$ cat src/rtl/choice_select_pkg.sv
// Shared types and constants for the button-driven choice selector.
// Holds the FSM state enum, the index width and the default parameters,
// plus the modular step helper used by the index register.
package choice_select_pkg;

  localparam int IDX_W         = 3;
  localparam int N_CHOICES_DEF = 6;
  localparam int DB_CYCLES_DEF = 16;

  typedef enum logic [1:0] {
    BROWSE  = 2'd0,
    CONFIRM = 2'd1,
    LOCKED  = 2'd2
  } state_e;

  // One step up or down, wrapping inside 0..n-1 (never modulo 2**IDX_W).
  function automatic logic [IDX_W-1:0] idx_step(input logic [IDX_W-1:0] idx,
                                                input logic up, input int n);
    logic [IDX_W-1:0] last;
    last = IDX_W'(n - 1);
    if (up) return (idx == last) ? '0 : idx + 1'b1;
    else    return (idx == '0) ? last : idx - 1'b1;
  endfunction

endpackage

$ cat src/rtl/btn_debounce.sv
// Purpose: 2-flop synchronizer + stability counter + registered rising-edge pulse.
// Latency: raw edge sampled at edge t -> press_o high in cycle t+DB_CYCLES+2.
// Backpressure: none; one pulse per accepted 0->1 level change, releases are silent.
// Ports: clk, rst_n (sync, active-low), btn_i (raw, async), press_o (1-cycle pulse).
module btn_debounce #(
  parameter int DB_CYCLES = 16
) (
  input  logic clk,
  input  logic rst_n,
  input  logic btn_i,
  output logic press_o
);

  localparam int CNT_W = (DB_CYCLES > 2) ? $clog2(DB_CYCLES) : 1;

  logic             sync1_q, sync2_q;
  logic             level_q, level_d;
  logic             level_dly_q;
  logic             press_q;
  logic [CNT_W-1:0] cnt_q, cnt_d;

  // The counter only runs while the synchronized sample disagrees with the
  // accepted level; any agreeing sample restarts the stability window.
  always_comb begin
    cnt_d   = '0;
    level_d = level_q;
    if (sync2_q != level_q) begin
      if (cnt_q == CNT_W'(DB_CYCLES - 1)) begin
        level_d = ~level_q;
      end else begin
        cnt_d = cnt_q + 1'b1;
      end
    end
  end

  always_ff @(posedge clk) begin
    if (!rst_n) begin
      sync1_q     <= 1'b0;
      sync2_q     <= 1'b0;
      level_q     <= 1'b0;
      level_dly_q <= 1'b0;
      press_q     <= 1'b0;
      cnt_q       <= '0;
    end else begin
      sync1_q     <= btn_i;
      sync2_q     <= sync1_q;
      level_q     <= level_d;
      level_dly_q <= level_q;
      press_q     <= level_q & ~level_dly_q;
      cnt_q       <= cnt_d;
    end
  end

  assign press_o = press_q;

endmodule

$ cat src/rtl/choice_select_ctrl.sv
// Purpose: debounced up/down/ok/back buttons drive a wrapping choice index with confirm/lock.
// Latency: index/state update visible at edge t+DB_CYCLES+3 after raw edge sampled at t.
// Backpressure: none; each press pulse is one action, presses in CONFIRM or ignored states drop.
// Ports: clk, rst_n (sync, active-low), btn_up/btn_down/btn_ok/btn_back (raw),
//        index (browse value), chosen (last confirmed), chosen_valid (pulse), locked.
module choice_select_ctrl
  import choice_select_pkg::*;
#(
  parameter int N_CHOICES = N_CHOICES_DEF,
  parameter int DB_CYCLES = DB_CYCLES_DEF
) (
  input  logic             clk,
  input  logic             rst_n,
  input  logic             btn_up,
  input  logic             btn_down,
  input  logic             btn_ok,
  input  logic             btn_back,
  output logic [IDX_W-1:0] index,
  output logic [IDX_W-1:0] chosen,
  output logic             chosen_valid,
  output logic             locked
);

  logic press_up, press_down, press_ok, press_back;

  btn_debounce #(.DB_CYCLES(DB_CYCLES)) u_db_up (
    .clk(clk), .rst_n(rst_n), .btn_i(btn_up), .press_o(press_up));
  btn_debounce #(.DB_CYCLES(DB_CYCLES)) u_db_down (
    .clk(clk), .rst_n(rst_n), .btn_i(btn_down), .press_o(press_down));
  btn_debounce #(.DB_CYCLES(DB_CYCLES)) u_db_ok (
    .clk(clk), .rst_n(rst_n), .btn_i(btn_ok), .press_o(press_ok));
  btn_debounce #(.DB_CYCLES(DB_CYCLES)) u_db_back (
    .clk(clk), .rst_n(rst_n), .btn_i(btn_back), .press_o(press_back));

  state_e           state_q, state_d;
  logic [IDX_W-1:0] index_q, index_d;
  logic [IDX_W-1:0] chosen_q, chosen_d;

  always_comb begin
    state_d  = state_q;
    index_d  = index_q;
    chosen_d = chosen_q;
    case (state_q)
      BROWSE: begin
        // Priority ok > back > up/down; simultaneous up+down cancel out.
        if (press_ok) begin
          state_d = CONFIRM;
        end else if (press_back) begin
          index_d = '0;
        end else if (press_up ^ press_down) begin
          index_d = idx_step(index_q, press_up, N_CHOICES);
        end
      end
      CONFIRM: begin
        chosen_d = index_q;
        state_d  = LOCKED;
      end
      LOCKED: begin
        if (press_back) state_d = BROWSE;
      end
      default: state_d = BROWSE;
    endcase
  end

  always_ff @(posedge clk) begin
    if (!rst_n) begin
      state_q  <= BROWSE;
      index_q  <= '0;
      chosen_q <= '0;
    end else begin
      state_q  <= state_d;
      index_q  <= index_d;
      chosen_q <= chosen_d;
    end
  end

  assign index        = index_q;
  assign chosen       = chosen_q;
  assign chosen_valid = (state_q == CONFIRM);
  assign locked       = (state_q == LOCKED);

endmodule
$ cat config.mk
export PLATFORM = sky130hd
export DESIGN_NAME = choice_select_ctrl
export DESIGN_NICKNAME = d
export VERILOG_FILES = /design/src/rtl/choice_select_pkg.sv /design/src/rtl/btn_debounce.sv /design/src/rtl/choice_select_ctrl.sv
export SDC_FILE = /design/constraint.sdc
export NUM_CORES = 1
export LEC_CHECK = 0
export CAP_MARGIN = 20
export CORE_MARGIN = 4
export CORE_UTILIZATION = 55
export DETAILED_ROUTE_END_ITERATION = 12
export PLACE_DENSITY = 0.76
export SYNTH_ARGS = -nofsm -noshare
export SYNTH_HDL_FRONTEND = slang
export SYNTH_SLANG_ARGS = --single-unit
$ cat constraint.sdc
create_clock -name clk -period 1.43 [get_ports clk]
set_input_delay 0.286 -clock clk [delete_from_list [all_inputs] [get_ports clk]]
set_output_delay 0.286 -clock clk [all_outputs]
set_load 0.01 [all_outputs]
# Word level (Yosys, flattened, before mapping)
# Index checks and enable logic that the tools add are counted.
# totals
register_bits,44
inputBits,6
# op_classes
muxes,8
eq_ne,13
n_reduce_logical,13
addsub,6
bitwise,19
# ops
op,count
4-bit by 1-bit adder with 4-bit output (second input constant),4
4-bit == test (second input constant),4
3-bit two-way mux,5
1-bit inverter,14
3-bit OR reduction,4
2-bit AND reduction,5
2-bit case mux with 3 select lines,1
1-bit bitwise AND,4
2-bit two-way mux,2
1-bit inequality test,4
2-bit by 1-bit inequality test with 1-bit output (second input constant),2
3-bit by 1-bit adder with 3-bit output (second input constant),1
3-bit == test (second input constant),1
3-bit logical NOT,1
3-bit AND reduction,1
3-bit by 1-bit subtractor with 3-bit output (second input constant),1
2-bit by 1-bit == test with 1-bit output (second input constant),1
2-bit == test (second input constant),1
2-bit logical NOT,1
2-bit nonzero test,1
1-bit XOR,1

# Longest topological paths before layout
# logic_depth
word_depth,5
mapped_depth,6
mapped_depth_nobuf,5

# Cells and area by module
# Synthesis repeated with hierarchy kept, for this count alone.
# hier_totals
cells_unflattened,154
hier_area_um2,1615.3
# by_module_without_submodules
mod,cells_each,seq_area_each_um2,n_inst,area_per_inst_um2
btn_debounce,27,180.2,4,299.0
choice_select_ctrl,46,160.2,1,419.2

# Least setup slack after synthesis
# No wires, ideal clock.
# synth_timing
path_type,register to register
startpoint,register index_q[0] (netlist: index[0])
endpoint,register index_q[2] (netlist: index[2])
arrival_time_ns,1.240
synth_period_minus_slack_ns,1.326
setup_ns,0.086
slack_ns,0.104
stages_incl_launch_ff,7
path_cell_list,dfxtp_1 clkbuf_1 nor2_1 ha_1 inv_1 o21ai_0 a221oi_2
# synth_between
elab_chain_len,5
word_cells_on_any_way,9
classes_between,2 x add/sub; 1 x eq/ne; 5 x mux; 1 x reduce/logical
# synth_rtl
item,line,rtl
"start, declared",choice_select_ctrl.sv:36,"logic [IDX_W-1:0] index_q, index_d;"
"start signal, assigned",choice_select_ctrl.sv:72,index_q <= index_d;
3-bit by 1-bit subtractor with 3-bit output (tied with other cells),choice_select_pkg.sv:22,else return (idx == '0) ? last : idx - 1'b1;
"3-bit two-way mux, on equally long branches","choice_select_pkg.sv:22, choice_select_pkg.sv:21",
3-bit two-way mux (*),choice_select_pkg.sv:21,if (up) return (idx == last) ? '0 : idx + 1'b1;
3-bit two-way mux (*),choice_select_ctrl.sv:50,end else if (press_up ^ press_down) begin
3-bit two-way mux (*),choice_select_ctrl.sv:48,end else if (press_back) begin
# Mark *: on every way between the ends. The rest lies on a longest branch, timed or not. The select of a mux whose other input is x is not followed.
# A chain may end at the register's enable or synchronous reset.

# Final worst setup path
# layout_timing
startpoint,register index_q[1] (netlist: index[1])
endpoint,output index[1]
# layout_rtl
item,line,rtl
"end, declared",choice_select_ctrl.sv:18,"output logic [IDX_W-1:0] index,"
# No word-level cell between the ends.

==> qor.txt <==
Status: completed
Register area share after synthesis: 0.536
Post-DP HPWL: 1890 um
Share of cells above drive strength 1: 0.144
CTS tree: done
Nets: 190
Die area: 0.00393 mm^2
Post-route ant nets: 0
Combinational share of power: 0.029
Critical Path RT: 1140 ps
Post-route DRC: 0
Die height: 62.7 um
Finished Core Util: 0.684
Relative slew margins: 0.801
Crit end category: output pin
Vias in the first global route: 1086
Worst Hold End: u_db_down.press_o
WHS: 385 ps
GP Congestion: 0.812
Sequential share of power: 0.654
# rows: 19
Syn Nets: 169
Storage cell area: 895 um^2
Worst-Skew Late Latency: 350 ps
Core Box Area: 0.00281 mm^2
H-tree Lvls: 2
Area taken by multi-input logic gates: 733 um^2
CP Launch Type: register
DR vias: 1082
Port bufs: 13
Internal: 1.51 mW
Max_cap viols: 0
Reg-to-reg endpoint: index[1]
Vias per cell: 5.13
Hold crit path type: register to register
Worst-Margin Slew: 298 ps
Filler Cell Count: 220
# IOs: 14
Placed Instances: 203
Synth cell types: 28
Die width: 62.7 um
Sequence of cells on the critical path: dlygate4sd2_1
Clock network power share: 0.317
Yosys warns: 0
Clock transition at the registers of the reported paths: 120 ps
GR Util All Layers: 0.150
Pwr per Cell Area: 989 mW/mm^2
Post-Synthesis Cells: 158
Reg-to-Reg Start: u_db_up.press_o
Initial Utilization: 0.586
Iter 0 DRT Violations: 39
Flops & latches, synth: 44
Crit path largest cell delay: 410 ps
WL/cell: 12.3 um
Root Driver: clkbuf_4
Final slew viol count: 0
Synth Cell Area: 0.00164 mm^2
Worst Hold Depth: 1
Crit path max fanout: 9
ANT cells: 0
Fmax: 0.759 GHz
CP delay by family, top: flip-flops
P_leak: 0.881 nW
Largest net degree at the start of global routing: 27
Worst vdd ir: 648 uV
Reg2Reg Depth: 3
Sw Ratio: 0.204
Total gr overflow: 0
Minimum clock period: 1320 ps
Initial antenna violation count: 0
CP arrival: 1030 ps
Fin. Hold Viols: 0
First-pass GRT wire length: 4580 um
Final WL: 2590 um
CTS Buf Count: 5
CTS max path bufs: 2
R2R setup slack: 120 ps
DRT Pass-1 Iters: 4
Net switching power: 0.387 mW
Avg Inst Size Synth: 10.4 um^2
RSZ-0062 raised after global routing: false
Worst path bufs/invs: 1
CP Class: register to output pin
Final cell count without fillers: 211
Critical-path top delay cell: dfxtp_4
Area grow syn2layout: 16.8%
Finish-stage setup viols: 0
Sink Count: 44
Worst hold start: u_db_down.level_dly_q
Final clock skew: 11.7 ps
Final period utilization: 0.921
[synth_stat cells (all sizes together)]
library cell	n	area share
dfxtp	44	0.54
nor2	14	0.032
nor2b	14	0.053
and2	13	0.050
nand3	13	0.040
xor2	13	0.069
mux2i	8	0.049
inv	6	0.014
ha	5	0.038
and3	4	0.015
clkbuf	3	0.0069
nand2	3	0.0069
a21bo	2	0.012
buf	2	0.0061
nor3	2	0.013
o21ai	2	0.0061
or3b	2	0.011
a21oi	1	0.0030
a221oi	1	0.0091
a32o	1	0.0061
a32oi	1	0.0053
and4b	1	0.0061
nand2b	1	0.0038
o211ai	1	0.0046
o21a	1	0.0046
[sequential cells by signal, indices dropped and copies added, names as in the netlist, 2 cells and up]
signal,cells
chosen,3
index,3
state_q,2
u_db_back.cnt_q,4
u_db_down.cnt_q,4
u_db_ok.cnt_q,4
u_db_up.cnt_q,4
[power groups by stage]
stage	combinational (mW)	clock, mW	sequential [mW]
final	0.0559	0.601	1.24
after global routing	0.0629	0.692	1.24
after CTS	0.0568	0.626	1.24
after detailed placement	0.0566	0	1.27
after global placement	0.0543	0	1.27
after floorplan	0.0293	0	1.27
[how the worst max path moves through the flow]
| stage | to | start | cells past startpoint | slack (ps) |
|---|---|---|---|---|
| 2_1_floorplan | index[2] | index[0] | 6 | 100 |
| 3_3_place_gp | u_db_back.press_o | rst_n | 4 | 80 |
| 3_5_place_dp | u_db_down.press_o | rst_n | 4 | 50 |
| 4_1_cts | chosen_valid | state_q[0] | 2 | -20 |
| 5_1_grt | index[1] | u_db_up.press_o | 3 | 10 |
| 6_report | index[1] | index[1] | 1 | 110 |
[through the flow]
step | power, mW | area, um^2 | TNS, ps | setup slack [ps]
2_1_floorplan | 1.30 | 1640 | 0 | 104
3_3_place_gp | 1.33 | 1850 | 0 | 84.2
3_5_place_dp | 1.33 | 1850 | 0 | 47.6
4_1_cts | 1.93 | 1910 | -17.2 | -17.2
5_1_grt | 2.00 | 1920 | 0 | 10.7
6_report | 1.90 | 1920 | 0 | 112
[logic make-up (layout without fill, tap and decap cells)]
kind of cell / count (synthesis) / in the layout / synth area share
buffers and inverters: 11 / 33 / 0.0267
AO/OA/AOI/OAI: 10 / 10 / 0.0510
adder cells (fa/ha/maj): 5 / 5 / 0.0381
multiplexers: 8 / 8 / 0.0487
XOR/XNOR: 13 / 13 / 0.0693
AND/OR/NAND/NOR: 67 / 67 / 0.230
flip-flops: 44 / 44 / 0.536
[layout by cell type (no fill, tap or decap), types with 3 or more instances in the layout]
master	instances
inv_1	6
clkbuf_4	5
clkdlybuf4s50_1	5
dlygate4sd2_1	6
ha_1	5
dfxtp_1	39
xor2_1	13
and2_1	13
nand3_1	13
nor2b_1	12
nand2_1	3
dfxtp_4	3
buf_4	5
mux2i_1	8
nor2_1	14
and3_1	4
[layout make-up]
type	instances	share of cell area
inverters	6	0.0117
clock buffers	8	0.0307
repair buffers	19	0.0887
multi-input cells	103	0.382
well taps	31	0.0202
flip-flops and latches	44	0.466
[metal layers]
layer	track usage	part of all wire	wire, um	vias up
li1	-	-	-	563
met1	0.155	0.44	1140	485
met2	0.257	0.48	1250	25
met3	0.0665	0.051	133	9
met4	0.0744	0.024	62	0
met5	0	0	0	-
[what timing repair did]
item,4_1_cts,5_1_grt
hold buffers,0,0
setup endpoints to repair,8,2
gates cloned,0,0
pin swaps,0,0
gates resized for setup,17,9
setup buffers,0,0
(Power assumes the default switching activity.)
==> RTL change 1: new RTL, same settings <==
`IDX_W`: 3 -> 2.
--- a/src/rtl/choice_select_pkg.sv
+++ b/src/rtl/choice_select_pkg.sv
@@ -3,7 +3,7 @@
 // plus the modular step helper used by the index register.
 package choice_select_pkg;
 
-  localparam int IDX_W         = 3;
+  localparam int IDX_W         = 2;
   localparam int N_CHOICES_DEF = 6;
   localparam int DB_CYCLES_DEF = 16;
 
Ports: changed (resized chosen and index); port bits go from 14 to 12. No check against the original RTL was run, so the function may have changed too.
==> RTL change 1 against the original RTL <==
Maximum frequency shrank 2.3%. Die area shrank 8.9%. Wire length shrank 19%. Sequential cell count shrank 2. Core utilization shrank 0.82 points. Via count shrank 12%. Combinational power shrank 16%. Setup slack lost 0.031 ns. Synthesized area shrank 10%. Final area shrank 11%. Total power grew 3.6%. Hold slack lost 0.0016 ns. Critical endpoint is now chosen_valid. Largest cell class unchanged.
==> RTL change 1: results (changes against the original RTL) <==
Detailed routing
  • DRT iter0 DRCs: 20 (-49%)
  • Metal3 WL: 91 um (-32%)
  • Metal2 WL: 989 um (-21%)
  • DR WL/cell: 11.1 um (-9.3%)

Placement
  • Placement Setup Slack: 0.0410 ns (-0.00662 ns)
  • DP HPWL: 1510 um (-20%)
  • # port buffers: 11 (-2)

Power and ir drop
  • Sw Pwr: 385 uW (-0.61%)
  • Worst VDD drop: 1.15 mV (+78%)
  • Clock network power: 728 uW (+21%)

Final layout
  • Fill count: 214 (-2.7%)
  • CLK BUF: 6 (-2)
  • Non-CTS buffers: 15 (-4)
  • Multi-input gates: 90 (-13%)
  • Inverters: 4 (-2)
  • Final net count: 168 (-12%)
  • Share of layout cells above drive strength 1: 0.113 (-0.0312)
  • Area of the multi-input gates: 606 um2 (-17%)
  • Sequential cell area share: 0.494 (+0.0277)

Critical path
  • Worst-path fanout max: 4 (-5)
  • Arrival time at the worst endpoint: 1.06 ns (+0.03 ns)

Synthesis
  • Seq cells post-synth: 42 (-4.5%)
  • Netlist cell types: 23 (-18%)
  • Synth Area in Adders: 0.0339 (-0.00415)
  • Sequential element share of the synthesized area: 0.570 (+0.0338)
  • Syn nets: 149 (-12%)
  • Synth area leaders: dfxtp_1, xor2_1, nor2b_1
  • Post-synthesis mux area share: 0.0407 (-0.00803)

Timing
  • Tightest Pin Transition: 0.255 ns (-0.0431 ns)

Outcome
  • Status: complete, no violations

Global route
  • Met2 Track Usage GR: 0.231 (-0.0255)
  • Number of global-route vias before repair: 931 (-14%)
  • All-Layer GR Usage: 0.142 (-0.00775)
  • M3 GR Usage: 0.0497 (-0.0169)
  • First-pass GRT wire length: 3760 um (-18%)

CTS
  • Worst-Skew Late Latency: 0.33 ns (-0.02 ns)
-- RTL change 1: final timing paths --
path,end,cells after the start,start,slack (ns)
setup / recovery,chosen_valid,2,state_q[1],0.08
hold / removal,u_db_back.press_o,1,u_db_back.level_dly_q,0.38
setup reg to reg,u_db_ok.level_q,4,u_db_ok.cnt_q[0],0.36
hold reg to reg,u_db_back.press_o,1,u_db_back.level_dly_q,0.38
-- RTL change 1: through the flow --
step / hold WS (ns) / total power, uW / area [um2] / util / cells
after floorplan: 0.367 / 1240 / 1480 / - / 139
after global placement: 0.376 / 1260 / 1640 / 0.649 / 181
after detailed placement: 0.374 / 1260 / 1640 / 0.649 / 181
after CTS: 0.389 / 1990 / 1710 / 0.678 / 189
after global routing: 0.394 / 2060 / 1700 / 0.676 / 189
final: 0.384 / 1960 / 1700 / 0.676 / 189
-- RTL change 1: critical path: stages, from the launching register on --
cell and delay [ns]:
dfxtp_2 0.37, and2b_2 0.22, buf_2 0.13
==> RTL change 2: new RTL, config.mk and constraints unchanged <==
Without the edit above. The 3 states of `state_e` get a one-hot encoding in 3 bits.
--- a/src/rtl/choice_select_pkg.sv
+++ b/src/rtl/choice_select_pkg.sv
@@ -7,10 +7,10 @@
   localparam int N_CHOICES_DEF = 6;
   localparam int DB_CYCLES_DEF = 16;
 
-  typedef enum logic [1:0] {
-    BROWSE  = 2'd0,
-    CONFIRM = 2'd1,
-    LOCKED  = 2'd2
+  typedef enum logic [2:0] {
+    BROWSE  = 3'b001,
+    CONFIRM = 3'b010,
+    LOCKED  = 3'b100
   } state_e;
 
   // One step up or down, wrapping inside 0..n-1 (never modulo 2**IDX_W).
Check against the original RTL: same outputs for any inputs over 10 cycles, from zero or initial values and one cycle with rst_n low; not proved beyond that.
==> RTL change 2 against the original RTL <==
Total power shrank 0.98%. Setup slack lost 0.026 ns. Wire length shrank 4.3%. Critical path depth grew 2. Synthesized area grew 0.61%. Die area grew 0.53%. Final area shrank 1.2%. Sequential cell count grew 1. Largest cell class unchanged. Largest power group unchanged.
==> RTL change 2: results (changes against the original RTL) <==
Outcome
  • Status: complete, no violations

Final layout
  • Share of layout cells above drive strength 1: 0.117 (-0.0271)
  • Fin area: 1890 um2 (-1.2%)
  • Fill count: 237 (+7.7%)
  • Final net count: 188 (-1.1%)
  • Post-Layout Cell Count: 210 (-0.47%)

Global route
  • First-pass GRT wire length: 4630 um (+1.0%)
  • All-Layer GR Usage: 0.147 (-0.00303)
  • Largest net degree at the start of global routing: 35 (+30%)

Synthesis
  • Synth Area in Compound Gates: 0.0363 (-0.0147)
  • Synth area leaders: dfxtp_1, xor2_1, nor2b_1
  • Netlist cell types: 29 (+3.6%)
  • Synth Area in Adders: 0.0303 (-0.00780)
  • Post-synthesis mux area share: 0.0484 (-0.000295)
  • Synth top cells by count: dfxtp_1, nand3_1, nor2b_1, xor2_1
  • Synth Area in XOR/XNOR: 0.0742 (+0.00488)
  • Cells after Synth: 157 (-0.63%)
  • Sequential element share of the synthesized area: 0.545 (+0.00886)

Power and ir drop
  • Static Leakage: 0.000874 uW (-0.78%)
  • Worst VDD drop: 0.663 mV (+2.3%)
  • Net Sw Frac: 0.206 (+0.00152)
  • Internal: 1490 uW (-1.2%)

CTS
  • Resized cells post-CTS: 20 (+3)

Placement
  • RD Place Congestion: 0.701 (-14%)
  • DP HPWL: 1850 um (-2.3%)
  • Placed insts: 202 (-0.49%)

Timing
  • Tightest Pin Transition: 0.260 ns (-0.0376 ns)
  • Final Skew: 0.00555 ns (-0.00618 ns)

Critical path
  • Worst-path fanout max: 5 (-4)
  • Arrival time at the worst endpoint: 1.06 ns (+0.03 ns)

Detailed routing
  • Routed WL: 2480 um (-4.3%)
RTL change 2: cell count changes in the layout (fill, tap and decap cells not counted), moves of 2 or more:
cell and change:
o21ai_1 +3, nor2_1 -2, dfxtp_4 -2, a21oi_1 +2
dfxtp_1 +2, nor2b_1 +2, a21bo_2 -2, nor2b_4 -2
RTL change 2: critical path: stages (launching register included):
cell	delay [ns]
dfxtp_2	0.36
nand2b_4	0.15
nor2_4	0.08
buf_2	0.13
RTL change 2: metal layers:
layer  vias up  global-route usage  share of wire
met1       488               0.170           0.47
met3         7              0.0432          0.032
met4         0              0.0661          0.017
li1        564                   -              -
met2        14               0.250           0.48
met5         -                   0              0
RTL change 2: cell families after synthesis:
group	after synthesis
and+or+nand+nor	67
DFF	45
xor gates and xnor gates	14
AOI/OAI and AO/OA	10
buffers and inverters	9
muxes	8
adders and majority gates	4
RTL change 2: area by class of cell:
cell class / instances / area share
clock buffer: 8 / 0.0258
tap: 31 / 0.0205
timing repair buffer: 18 / 0.0859
sequential: 45 / 0.480
inverter: 5 / 0.00991
multi-input combinational: 103 / 0.378
RTL change 2: power groups by stage:
stage / logic, uW / clock network [uW] / registers, uW
floorplan: 27.0 / 0 / 1300
global placement: 50.5 / 0 / 1300
detailed placement: 52.8 / 0 / 1300
CTS: 52.8 / 579 / 1270
global route: 59.0 / 646 / 1270
finish: 51.9 / 554 / 1270
RTL change 2: worst paths after layout:
kind,slack [ns],depth (start not counted),endpoint,from
worst min register to register,0.39,1,u_db_down.press_o,u_db_down.level_dly_q
worst max register to register,0.13,5,index[1],state_q[1]
worst max-delay path,0.09,3,chosen_valid,state_q[0]
worst min-delay path,0.39,1,u_db_down.press_o,u_db_down.level_dly_q
